<file path="src/rtl/pwm_transmitter.sv">
// -----------------------------------------------------------------------------
// pwm_transmitter
//
// Produces the fixed-length PWM frame consumed by the PWM position receiver.
// Each frame lasts PERIOD ticks. The output is high for the first
// active_position ticks and low for the rest of the frame. One tick is
// PRESCALE clock cycles.
//
// A new position is written into a shadow register at any time. The shadow
// value is copied into the active duty only when a frame starts. A frame
// that is already running is therefore never shortened or glitched.
//
// Ports
//   clk             in   system clock, rising edge
//   reset           in   synchronous, active-high; overrides every other input
//   enable          in   level; 1 = transmit frames, 0 = idle with pwm low
//   wr_en           in   one-cycle strobe; loads wr_position into the shadow
//   wr_position     in   [WIDTH-1:0] commanded position in ticks
//   pwm             out  registered PWM waveform
//   period_start    out  one-cycle pulse on the clock where a frame begins
//   active_position out  [WIDTH-1:0] duty of the frame now being sent
//   update_pending  out  the shadow holds a value no frame has taken yet
//
// Parameters
//   WIDTH     position width; the largest duty is 2^WIDTH-1 ticks
//   PERIOD    frame length in ticks; must be >= 2^WIDTH+1 so the receiver
//             always sees a low time long enough for its zero detection
//   PRESCALE  clock cycles per tick; must be >= 1
// -----------------------------------------------------------------------------
module pwm_transmitter #(
    parameter int WIDTH    = 10,
    parameter int PERIOD   = 2048,
    parameter int PRESCALE = 1
) (
    input  logic             clk,
    input  logic             reset,
    input  logic             enable,
    input  logic             wr_en,
    input  logic [WIDTH-1:0] wr_position,
    output logic             pwm,
    output logic             period_start,
    output logic [WIDTH-1:0] active_position,
    output logic             update_pending
);

    // The tick counter only needs to reach PERIOD-1. Because PERIOD exceeds
    // 2^WIDTH, CNT_W is always wider than WIDTH, so a zero-extended duty fits.
    localparam int CNT_W = $clog2(PERIOD);
    localparam int PS_W  = (PRESCALE > 1) ? $clog2(PRESCALE) : 1;

    localparam logic [CNT_W-1:0] CNT_LAST = CNT_W'(PERIOD - 1);
    localparam logic [PS_W-1:0]  PS_LAST  = PS_W'(PRESCALE - 1);

    typedef enum logic [1:0] {
        ST_IDLE = 2'd0,
        ST_HIGH = 2'd1,
        ST_LOW  = 2'd2
    } state_t;

    state_t           state_r;
    logic [WIDTH-1:0] shadow_r;
    logic [PS_W-1:0]  ps_r;
    logic [CNT_W-1:0] cnt_r;
    logic             pwm_r;
    logic             period_start_r;
    logic [WIDTH-1:0] active_r;
    logic             pending_r;

    logic             tick_s;
    logic             high_last_s;
    logic             frame_last_s;
    logic             start_s;
    logic [CNT_W-1:0] high_last_cnt_s;

    // Tick generation and frame boundary decode.
    always_comb begin
        tick_s          = 1'b0;
        high_last_s     = 1'b0;
        frame_last_s    = 1'b0;
        start_s         = 1'b0;
        high_last_cnt_s = CNT_W'(active_r) - CNT_W'(1);

        if (state_r != ST_IDLE) begin
            tick_s = (ps_r == PS_LAST);
        end else begin
            tick_s = 1'b0;
        end

        // The HIGH state is entered only with a non-zero duty, so
        // active_r-1 cannot wrap while this compare is in use.
        high_last_s  = tick_s && (state_r == ST_HIGH) && (cnt_r == high_last_cnt_s);
        frame_last_s = tick_s && (state_r == ST_LOW) && (cnt_r == CNT_LAST);

        // A frame starts either from idle or back-to-back on the last tick.
        if (enable) begin
            start_s = (state_r == ST_IDLE) || frame_last_s;
        end else begin
            start_s = 1'b0;
        end
    end

    // Shadow register and pending flag. A write on the frame-start clock wins,
    // because that frame already takes the old shadow value.
    always_ff @(posedge clk) begin
        if (reset) begin
            shadow_r  <= {WIDTH{1'b0}};
            pending_r <= 1'b0;
        end else begin
            if (wr_en) begin
                shadow_r  <= wr_position;
                pending_r <= 1'b1;
            end else if (start_s) begin
                pending_r <= 1'b0;
            end else begin
                pending_r <= pending_r;
            end
        end
    end

    // Frame state machine with prescaler, tick counter and registered outputs.
    always_ff @(posedge clk) begin
        if (reset) begin
            state_r        <= ST_IDLE;
            ps_r           <= {PS_W{1'b0}};
            cnt_r          <= {CNT_W{1'b0}};
            pwm_r          <= 1'b0;
            period_start_r <= 1'b0;
            active_r       <= {WIDTH{1'b0}};
        end else begin
            period_start_r <= 1'b0;
            if (start_s) begin
                active_r       <= shadow_r;
                cnt_r          <= {CNT_W{1'b0}};
                ps_r           <= {PS_W{1'b0}};
                period_start_r <= 1'b1;
                if (shadow_r != {WIDTH{1'b0}}) begin
                    state_r <= ST_HIGH;
                    pwm_r   <= 1'b1;
                end else begin
                    state_r <= ST_LOW;
                    pwm_r   <= 1'b0;
                end
            end else begin
                case (state_r)
                    ST_IDLE: begin
                        pwm_r <= 1'b0;
                        ps_r  <= {PS_W{1'b0}};
                        cnt_r <= {CNT_W{1'b0}};
                    end
                    ST_HIGH: begin
                        if (tick_s) begin
                            ps_r  <= {PS_W{1'b0}};
                            cnt_r <= cnt_r + CNT_W'(1);
                            if (high_last_s) begin
                                state_r <= ST_LOW;
                                pwm_r   <= 1'b0;
                            end else begin
                                pwm_r   <= 1'b1;
                            end
                        end else begin
                            ps_r <= ps_r + PS_W'(1);
                        end
                    end
                    ST_LOW: begin
                        pwm_r <= 1'b0;
                        if (tick_s) begin
                            ps_r <= {PS_W{1'b0}};
                            if (frame_last_s) begin
                                // Only reached with enable low; otherwise
                                // start_s took the back-to-back branch.
                                state_r <= ST_IDLE;
                                cnt_r   <= {CNT_W{1'b0}};
                            end else begin
                                cnt_r <= cnt_r + CNT_W'(1);
                            end
                        end else begin
                            ps_r <= ps_r + PS_W'(1);
                        end
                    end
                    default: begin
                        state_r <= ST_IDLE;
                        pwm_r   <= 1'b0;
                        ps_r    <= {PS_W{1'b0}};
                        cnt_r   <= {CNT_W{1'b0}};
                    end
                endcase
            end
        end
    end

    assign pwm             = pwm_r;
    assign period_start    = period_start_r;
    assign active_position = active_r;
    assign update_pending  = pending_r;

endmodule
</file>
<file path="config.mk">
export PLATFORM = sky130hd
export DESIGN_NAME = pwm_transmitter
export DESIGN_NICKNAME = d
export VERILOG_FILES = /design/src/rtl/pwm_transmitter.sv
export SDC_FILE = /design/constraint.sdc
export NUM_CORES = 1
export LEC_CHECK = 0
export BUFFER_PORTS_ARGS = -buffer_cell sky130_fd_sc_hd__buf_2
export CELL_PAD_IN_SITES_DETAIL_PLACEMENT = 0
export CELL_PAD_IN_SITES_GLOBAL_PLACEMENT = 1
export CORE_MARGIN = 5
export CORE_UTILIZATION = 35
export CTS_CLUSTER_DIAMETER = 200
export DETAILED_ROUTE_END_ITERATION = 12
export GPL_ROUTABILITY_DRIVEN = 0
export GPL_TIMING_DRIVEN = 0
export MAX_ROUTING_LAYER = met4
export PLACE_DENSITY = 0.71
export SLEW_MARGIN = 15
export SYNTH_ARGS = -nofsm -noshare
export SYNTH_HDL_FRONTEND = slang
export SYNTH_SLANG_ARGS = --single-unit
</file>
<file path="constraint.sdc">
create_clock -name clk -period 2.6 [get_ports clk]
set_clock_uncertainty 0.15 [all_clocks]
set_input_delay 0 -clock clk [delete_from_list [all_inputs] [get_ports clk]]
set_output_delay 0 -clock clk [all_outputs]
set_load 0.02 [all_outputs]
</file>
==> results.yml <==
global_route:
  overflow: 0
  antenna_found_initial: 0
  track_usage_pct: 15.45
  grt_pass1_vias: 1867
  grt_pass1_wl_um: 9108
  grt_max_degree: 12
floorplan:
  num_io_pins: 27
  fp.dieW_um: 87.01
  dieArea_mm2: 0.007571
  std_cell_rows: 28
  initial_core_util_pct: 35.48
  core-area_mm2: 0.005851
  die_h_um: 87.01
hold_path:
  holdCritPathClass: "input port to flop"
routing:
  ant_nets: 0
  vias: 1931
  routed_wl_um: 5265
  drt_iter0_drc: 102
  vias_per_cell: 5.149
  drcViolationCount: 0
  firstDrtPassIters: 4
  post_drt_wl_per_cell_um: 14.04
final_layout:
  fillers: 604
  multi_input_area_mm2: 0.001231
  nNetsFinal: 319
  seqCellArea_um2: 740.7
  drive_gt1_share_pct: 17.33
  area_delta_synth_final_pct: 21.40
  diodes: 0
cts:
  cts_buffers: 5
  cts_buffer_depth: 2
  ctsRootBufferMaster: "clkbuf_8"
  insertion_delay_ns: 0.28
  cts_tree: "built"
  htreeDepth: 2
  clk_pin_slew_ns: 0.07
  cts_num_sinks: 37
critical_path:
  start_kind: "flop"
  critPathMaxFanout: 8
  crit_type: "flop to flop"
  end_kind: "flop"
  required_ns: 2.61
  cp.arrival_ns: 2.39
timing:
  finalCritPeriodShare_pct: 91.61
  min_period_ns: 2.382
  tightest_slew_ns: 0.4976
  setup_violations: 0
  hold_viol: 0
  max_freq_ghz: 0.4199
  rsz0062_at_grt: "no"
  slew_viol_final: 0
  max-slew-margin-rel_pct: 66.82
  fin_setup_tns_ns: 0
pwr:
  ir_drop_uv: 265.2
  cellPowerDensity_mw_per_mm2: 571.0
  p_leak_nw: 0.9934
  total_power_mw: 1.439
logic_synthesis:
  synthesis.nets: 275
  synth_cell_types: 56
  async_flop_share_pct: 0
  yosysSeqAreaShare_pct: 35.68
  synth_seq_cells: 37
  synthesis.area_mm2: 0.002076
  synth_edf_count: 0
  syn_inst: 256
  synth_area_leaders: "dfxtp_1, nand2_1, a21oi_1"
  dominantRegCellSynth: "dfxtp_1"
  yosys_warnings: 0
  yosys.area.top_type_share_pct: 35.68
  synth_commonest_cells: "dfxtp_1, nand2_1, nor2_1"
  synth_top_area_cell: "dfxtp_1"
  syn_avg_cell_area_um2: 8.108
run_status:
  outcome: "finished clean"
job:
  cap_violations: 0
placed_design:
  dp_hpwl_um: 3878
  portBuffers: 25
critical path, cell delays in order (launching register included):
cell and delay, ns:
dfxtp_1 0.45, inv_1 0.07, ha_1 0.28, or2b_1 0.18
a21oi_1 0.06, a311o_1 0.34, a2111oi_2 0.30, o2111a_2 0.32
o22ai_1 0.10
power by group:
group | internal (mW) | switching, mW | leakage [nW]
Clock | 0.279 | 0.205 | 0.0540
Sequential | 0.593 | 0.0269 | 0.302
Combinational | 0.136 | 0.200 | 0.638
Total | 1.01 | 0.431 | 0.993
worst paths after layout:
path,startpoint,endpoint,slack [ns],cells after the start
worst max-delay path,active_position[0]$_SDFFE_PP0P_,state_r[0]$_SDFFE_PP0P_,0.22,8
worst min-delay path,enable,pwm$_SDFFE_PP0P_,0.03,4
worst max register to register,active_position[0]$_SDFFE_PP0P_,state_r[0]$_SDFFE_PP0P_,0.22,8
worst min register to register,shadow_r[4]$_SDFFE_PP0P_,active_position[4]$_SDFFE_PP0P_,0.32,2
per-stage QoR:
| step | setup WS (ns) | util, % | cells | hold slack (ns) | area, um^2 |
|---|---|---|---|---|---|
| floorplan | 0.3404 | - | 256 | -0.002797 | 2076 |
| global placement | 0.1278 | 39.22 | 356 | 0.08570 | 2295 |
| detailed placement | 0.1219 | 39.22 | 356 | 0.09113 | 2295 |
| CTS | 0.09841 | 43.05 | 375 | 0.01639 | 2519 |
| global route | 0.05815 | 43.07 | 375 | 0.03429 | 2520 |
| finish | 0.2183 | 43.07 | 375 | 0.02955 | 2520 |
metal layers:
layer  wire (um)  vias up  part of all wire [%]  global-route usage [%]
met2        2388       34                    45                   22.29
met1        2631      899                    50                   21.37
met4          45        0                  0.85                   4.249
met5           0        -                     0                       -
met3         199        4                   3.8                   3.784
li1            -      994                     -                       -
placed cells by master, fill, tap and decap left out, types with 5 or more instances in the layout:
cell type,count
clkbuf_1,7
nand2_1,37
dlygate4sd3_1,12
inv_1,11
clkbuf_8,5
mux2i_1,11
ha_1,5
xor2_1,6
a21oi_1,22
nor3_1,8
nand3_1,5
nor2_1,29
buf_2,28
dfxtp_1,37
o21ai_0,8
kinds of logic after synthesis:
kind of cell | synth area share [%]
DFF | 35.68
xor gates and xnor gates | 4.219
and+or+nand+nor | 26.82
buffers and inverters | 5.063
muxes | 5.305
adders and majority gates | 3.014
AOI/OAI and AO/OA | 19.89
layout make-up:
class	count	share of cell area (%)
multi-input cells	196	48.86
flip-flops and latches	37	29.39
repair buffers	37	9.732
well taps	75	3.724
clock buffers	5	2.731
plain buffers	12	2.532
inverters	11	1.639
clock inverters	2	1.390
flip-flops by register name, indices dropped and copies added, names as in the netlist:
name / cells
active_position: 10
pwm: 1
shadow_r: 10
cnt_r: 11
ps_r: 1
period_start: 1
update_pending: 1
state_r: 2
what timing repair did:
item                                    4_1_cts  5_1_grt
buffers inserted                              0        0
endpoints found under the setup margin        0        5
hold buffers                                 12        0
gates resized for setup                       0        2
endpoints found under the hold margin        13        0
Power figures use the tool's default switching activity.
